==> src/rtl/assertion_event_logger.sv <==
// -----------------------------------------------------------------------------
// assertion_event_logger
//
// Purpose:
//   Gathers violation pulses from NUM_CHK hardware assertion checkers. Each
//   cycle in which at least one checker fails becomes one event
//   {checker id, multi flag, timestamp}, stored in a DEPTH-entry FIFO. A
//   debug/readout unit drains the events over a valid/ready port. Per-checker
//   sticky flags, an overflow flag and a saturating drop counter summarise
//   activity even when the FIFO has overflowed.
//
// Parameters:
//   NUM_CHK  number of checker fail inputs (2..32)
//   TS_W     timestamp counter width
//   DEPTH    FIFO depth in events (power of 2, >= 2)
//
// Ports:
//   clk          in   clock
//   reset        in   asynchronous, active-low reset
//   enable       in   1 = logging and timestamp counting active
//   clear        in   synchronous clear of FIFO, stickies, counters
//   fail_i       in   per-checker violation pulses, sampled every clk
//   evt_valid    out  FIFO head holds an event
//   evt_ready    in   consumer accepts the head this cycle
//   evt_id       out  lowest-index failing checker of the head event
//   evt_multi    out  more than one checker failed in the head event's cycle
//   evt_ts       out  timestamp of the head event's cycle
//   occupancy    out  number of events held in the FIFO
//   sticky_fail  out  bit i set once fail_i[i] has been seen while enabled
//   overflow     out  sticky: at least one event was dropped
//   drop_cnt     out  number of dropped events, saturating at 255
// -----------------------------------------------------------------------------
module assertion_event_logger #(
    parameter int NUM_CHK = 4,
    parameter int TS_W    = 16,
    parameter int DEPTH   = 8
) (
    input  logic                       clk,
    input  logic                       reset,
    input  logic                       enable,
    input  logic                       clear,
    input  logic [NUM_CHK-1:0]         fail_i,
    output logic                       evt_valid,
    input  logic                       evt_ready,
    output logic [$clog2(NUM_CHK)-1:0] evt_id,
    output logic                       evt_multi,
    output logic [TS_W-1:0]            evt_ts,
    output logic [$clog2(DEPTH):0]     occupancy,
    output logic [NUM_CHK-1:0]         sticky_fail,
    output logic                       overflow,
    output logic [7:0]                 drop_cnt
);

    localparam int ID_W  = $clog2(NUM_CHK);
    localparam int PTR_W = $clog2(DEPTH);
    localparam int OCC_W = PTR_W + 1;
    // Entry layout, MSB to LSB: {id, multi, ts}
    localparam int ENT_W = ID_W + 1 + TS_W;

    localparam logic [OCC_W-1:0] OCC_FULL = OCC_W'(DEPTH);

    // -------------------------------------------------------------------------
    // State
    // -------------------------------------------------------------------------
    logic [TS_W-1:0]    ts_q;
    logic [PTR_W-1:0]   wr_ptr_q;
    logic [PTR_W-1:0]   rd_ptr_q;
    logic [OCC_W-1:0]   occ_q;
    logic [NUM_CHK-1:0] sticky_q;
    logic               overflow_q;
    logic [7:0]         drop_cnt_q;
    logic [ENT_W-1:0]   mem [DEPTH];

    // -------------------------------------------------------------------------
    // Event formation
    // -------------------------------------------------------------------------
    logic            any_fail;
    logic            evt_det;
    logic [ID_W-1:0] det_id;
    logic            det_multi;
    logic [ENT_W-1:0] det_entry;

    assign any_fail = |fail_i;

    // A same-cycle clear wins: the event is simply discarded, never counted.
    assign evt_det = enable & ~clear & any_fail;

    // Lowest set index: scan from the top so the last hit is the lowest bit.
    always_comb begin
        det_id = '0;
        for (int i = NUM_CHK - 1; i >= 0; i--) begin
            if (fail_i[i]) begin
                det_id = ID_W'(i);
            end
        end
    end

    // More than one bit set <=> clearing the lowest set bit leaves something.
    assign det_multi = |(fail_i & (fail_i - NUM_CHK'(1)));

    assign det_entry = {det_id, det_multi, ts_q};

    // -------------------------------------------------------------------------
    // FIFO control
    //
    // Readout handshake: evt_valid is high whenever the FIFO is non-empty and
    // the head fields are stable while it stays high; the head is consumed at
    // a clk edge where evt_valid and evt_ready are both 1. evt_valid does not
    // depend on evt_ready, and an event pushed into an empty FIFO is only
    // visible from the following cycle (no bypass).
    // -------------------------------------------------------------------------
    logic fifo_empty;
    logic fifo_full;
    logic pop;
    logic push;
    logic drop;

    assign fifo_empty = (occ_q == '0);
    assign fifo_full  = (occ_q == OCC_FULL);

    assign pop  = ~fifo_empty & evt_ready & ~clear;
    // A full FIFO still accepts a push when the head leaves in the same cycle.
    assign push = evt_det & (~fifo_full | pop);
    assign drop = evt_det & fifo_full & ~pop;

    always_ff @(posedge clk or negedge reset) begin
        if (!reset) begin
            wr_ptr_q <= '0;
            rd_ptr_q <= '0;
            occ_q    <= '0;
        end else if (clear) begin
            wr_ptr_q <= '0;
            rd_ptr_q <= '0;
            occ_q    <= '0;
        end else begin
            // Pointers wrap naturally because DEPTH is a power of 2.
            if (push) begin
                wr_ptr_q <= wr_ptr_q + PTR_W'(1);
            end
            if (pop) begin
                rd_ptr_q <= rd_ptr_q + PTR_W'(1);
            end
            case ({push, pop})
                2'b10:   occ_q <= occ_q + OCC_W'(1);
                2'b01:   occ_q <= occ_q - OCC_W'(1);
                default: occ_q <= occ_q;
            endcase
        end
    end

    // Storage needs no reset: entries are only observable below the
    // occupancy count, and the outputs are forced to 0 when empty.
    always_ff @(posedge clk) begin
        if (push) begin
            mem[wr_ptr_q] <= det_entry;
        end
    end

    // -------------------------------------------------------------------------
    // Timestamp, stickies and drop accounting
    // -------------------------------------------------------------------------
    always_ff @(posedge clk or negedge reset) begin
        if (!reset) begin
            ts_q <= '0;
        end else if (clear) begin
            ts_q <= '0;
        end else if (enable) begin
            ts_q <= ts_q + TS_W'(1);
        end
    end

    always_ff @(posedge clk or negedge reset) begin
        if (!reset) begin
            sticky_q <= '0;
        end else if (clear) begin
            sticky_q <= '0;
        end else if (enable) begin
            // Independent of FIFO state: a dropped event still marks its checker.
            sticky_q <= sticky_q | fail_i;
        end
    end

    always_ff @(posedge clk or negedge reset) begin
        if (!reset) begin
            overflow_q <= 1'b0;
            drop_cnt_q <= '0;
        end else if (clear) begin
            overflow_q <= 1'b0;
            drop_cnt_q <= '0;
        end else if (drop) begin
            overflow_q <= 1'b1;
            if (drop_cnt_q != 8'hFF) begin
                drop_cnt_q <= drop_cnt_q + 8'd1;
            end
        end
    end

    // -------------------------------------------------------------------------
    // Outputs
    // -------------------------------------------------------------------------
    logic [ENT_W-1:0] head;

    assign head = mem[rd_ptr_q];

    assign evt_valid   = ~fifo_empty;
    assign evt_id      = fifo_empty ? '0   : head[ENT_W-1 -: ID_W];
    assign evt_multi   = fifo_empty ? 1'b0 : head[TS_W];
    assign evt_ts      = fifo_empty ? '0   : head[TS_W-1:0];
    assign occupancy   = occ_q;
    assign sticky_fail = sticky_q;
    assign overflow    = overflow_q;
    assign drop_cnt    = drop_cnt_q;

endmodule
==> config.mk <==
export PLATFORM = sky130hd
export DESIGN_NAME = assertion_event_logger
export DESIGN_NICKNAME = d
export VERILOG_FILES = /design/src/rtl/assertion_event_logger.sv
export SDC_FILE = /design/constraint.sdc
export NUM_CORES = 1
export LEC_CHECK = 0
export ABC_AREA = 1
export BUFFER_PORTS_ARGS = -buffer_cell sky130_fd_sc_hd__buf_2
export CAP_MARGIN = 10
export CORE_MARGIN = 4
export CORE_UTILIZATION = 65
export DETAILED_ROUTE_END_ITERATION = 8
export GPL_TIMING_DRIVEN = 0
export HOLD_SLACK_MARGIN = 0.12
export PLACE_DENSITY = 0.89
export SLEW_MARGIN = 20
export SYNTH_ARGS = -nofsm -noshare
export SYNTH_HDL_FRONTEND = slang
export SYNTH_SLANG_ARGS = --single-unit
==> constraint.sdc <==
create_clock -name clk -period 7.7 [get_ports clk]
set_input_delay 1.54 -clock clk [delete_from_list [all_inputs] [get_ports clk]]
set_output_delay 1.54 -clock clk [all_outputs]
set_load 0.01 [all_outputs]
==> flow_summary.ini <==
[run_status]
outcome = finished, final reports clean

[cells_and_area]
area_delta_synth_final_pct = 13.73
final_nets = 835
fill_cells = 678
drive_gt1_share_pct = 16.47
diodes = 0

[detailed_routing]
drtPass1Iterations = 8
wl_um = 20920
drc = 0
wl_per_cell_um = 20.83
num_vias = 6349
drtIter0Drc = 891
ant_nets = 0
via_per_inst = 6.324

[pwr]
power_density_mw_per_mm2 = 257.7
max-vdd-ir-drop_mv = 0.2083
p_leak_uw = 0.003600

[grt]
grt_overflow = 0
grt_pass1_wl_um = 32460
grt_use_total_pct = 29.30
antenna_found_initial = 0
grt_max_degree = 40
grt_pass1_vias = 6174

[worst_setup_path]
cp_slowest_cell = dfrtp_1
cp-start-kind = register
path_common_cell = o21ai_0
crit_arrival_ns = 2.31
cp_slowest_stage_delay_ns = 0.49
path_cells = clkbuf_1, o21ai_0, o21ai_0, o21ai_0, nor2_1, buf_2
worstSetupPathType = register to output port
end_kind = output port
cp_max_fo = 10
cp.required_ns = 6.16

[placed_design]
numPortBuffers = 44
dp_hpwl_um = 12890
gp_congestion = 0.8319

[clock_tree]
root_buffer = clkbuf_16
cts_setup_buffers = 0
cts_buffers = 17
clk_pin_slew_worst_paths_ns = 0.07
cts_resized = 0
holdBufCountCts = 0
cts_sinks = 191
clock_latency_ns = 0.44
cts_tree = built
clk_path_buf_depth = 2
cts_htree_levels = 4

[synth]
async_flop_share_pct = 20.42
netlist_area_mm2 = 0.008330
yosysUniqueCellTypes = 39
yosys_warnings = 0
ys.flop_type = edfxtp_1
synth.largest_area_cell = edfxtp_1
syn_avg_cell_area_um2 = 11.17
synth.net_count = 762
synth_edf_count = 152
yosys-top-cells-area = edfxtp_1 (55%), dfrtp_1 (12%), nor2_1 (6.8%)
ys_ff_latch = 191
syn_inst = 746
seq_area_frac_synth_pct = 66.51
netlist.area_leader.share_pct = 54.79

[worst_hold_path]
hp-class = register to register

[die]
rows = 41
io_pins = 46
die_y_um = 121.2
initial_core_util_pct = 66.28
die_area_mm2 = 0.01469
core_mm2 = 0.01257
die_w_um = 121.2

[sta]
fin_crit_ns = 3.850
finalHoldViolations = 0
worst-slew-pin-transition_ns = 0.9354
finalCritPeriodShare_pct = 50.01
finalSetupViolCount = 0
clock.fmax_mhz = 259.7
rsz0062_at_grt = no
finClkSkew_ns = 0.01188
hold_ws_ns = 0.5258
max_slew_margin_pct = 37.16
fin_setup_tns_ns = 0
drv_slew = 0

[flow_run]
max_cap_violations = 0
==> layout make-up <==
cell class	instances	area, um2	area share (%)
Buffer	34	180.2	1.902
Clock buffer	19	464.2	4.900
Tap cell	172	215.2	2.272
Sequential cell	191	5540	58.48
Timing Repair Buffer	54	321.6	3.394
Multi-Input combinational cell	481	2480	26.18
Inverter	40	160.2	1.690
Clock inverter	13	112.6	1.189
==> flip-flops by register name, indices dropped and copies added, names as in the netlist <==
register,flops
wr_ptr_q,3
overflow,1
occupancy,4
drop_cnt,8
rd_ptr_q,3
sticky_fail,4
ts_q,16
mem,152
==> worst paths after layout <==
check | start | to | slack, ns | cells past startpoint
setup / recovery | rd_ptr_q[1]$_DFFE_PN0P_ | evt_id[1] | 3.85 | 6
hold / removal | overflow$_DFFE_PN0P_ | overflow$_DFFE_PN0P_ | 0.53 | 2
setup reg to reg | occupancy[3]$_DFFE_PN0P_ | mem[6][8]$_DFFE_PP_ | 5.16 | 9
hold reg to reg | overflow$_DFFE_PN0P_ | overflow$_DFFE_PN0P_ | 0.53 | 2
max in group asynchronous | reset | wr_ptr_q[0]$_DFFE_PN0P_ | 5.93 | 1
min in group asynchronous | reset | drop_cnt[0]$_DFFE_PN0P_ | 1.21 | 1
==> report_power, final <==
| part | switching, uW | internal, uW |
|---|---|---|
| combinational | 295 | 138 |
| sequential | 19.9 | 1130 |
| clock | 406 | 453 |
==> kinds of logic (layout without fill, tap and decap cells) <==
kind of cell / after synthesis / after routing / share of synthesized area (%)
adder cells (fa/ha/maj): 7 / 7 / 1.141
AND/OR/NAND/NOR: 303 / 303 / 15.95
multiplexers: 19 / 19 / 2.283
AO/OA/AOI/OAI: 146 / 146 / 9.402
buffers and inverters: 74 / 160 / 4.085
XOR/XNOR: 6 / 6 / 0.6308
flip-flops: 191 / 191 / 66.51
==> worst max-delay path, delay by kind of cell, from the launching register on <==
family | cells | cell delay [ns]
flops | 1 | 0.49
buf+inv | 2 | 0.58
simple gates | 1 | 0.24
compound gates | 3 | 0.57
==> cell usage after synthesis, types with 2 or more instances <==
cell      count
nand3_4       2
nand3_1      29
dfrtp_1      39
o21ai_0      97
mux2i_1      19
xor2_1        4
inv_4         2
a22o_1        3
edfxtp_1    152
inv_2         2
buf_6         3
o21ai_1      13
nor2_4        3
nor2_2        3
clkbuf_1     15
nor2_1      150
inv_1        35
nand2_1      83
buf_4         4
nand2_2       5
nand4_1       9
a21oi_1       8
nand2_4       3
xnor2_1       2
buf_2        12
o21a_1        2
ha_1          6
nor3_1       12
o22ai_1      19
==> routing by layer <==
metal / wire (um) / part of all wire (%) / GRT usage, % / vias to the layer above
met1: 7377 / 35 / 35.80 / 2993
met5: 0 / 0 / 0 / -
li1: - / - / - / 2757
met3: 2123 / 10 / 6.807 / 94
met4: 807 / 3.9 / 13.73 / 0
met2: 10610 / 51 / 49.67 / 505
==> cells in the final DEF, fill, tap and decap left out, types with 13 or more instances in the layout <==
| master | netlist | layout |
|---|---|---|
| buf_2 | 12 | 56 |
| clkbuf_1 | 15 | 15 |
| clkbuf_16 | 0 | 18 |
| dfrtp_1 | 39 | 39 |
| edfxtp_1 | 152 | 152 |
| inv_1 | 35 | 35 |
| mux2i_1 | 19 | 19 |
| nand2_1 | 83 | 83 |
| nand3_1 | 29 | 29 |
| nor2_1 | 150 | 146 |
| o21ai_0 | 97 | 97 |
| o21ai_1 | 13 | 13 |
| o22ai_1 | 19 | 19 |
==> through the flow <==
stage          area [um2]  util [%]  worst slack [ns]  std cells  power (uW)
2_1_floorplan        8330         -             3.833        746        1429
3_3_place_gp         8766     69.75             2.899        962        1546
3_5_place_dp         8897     70.79             4.168        972        1572
4_1_cts              9474     75.38             3.925       1004        2426
5_1_grt              9474     75.38             3.755       1004        2515
6_report             9474     75.38             3.850       1004        2442
No activity file was read; power rests on OpenSTA's default activity.
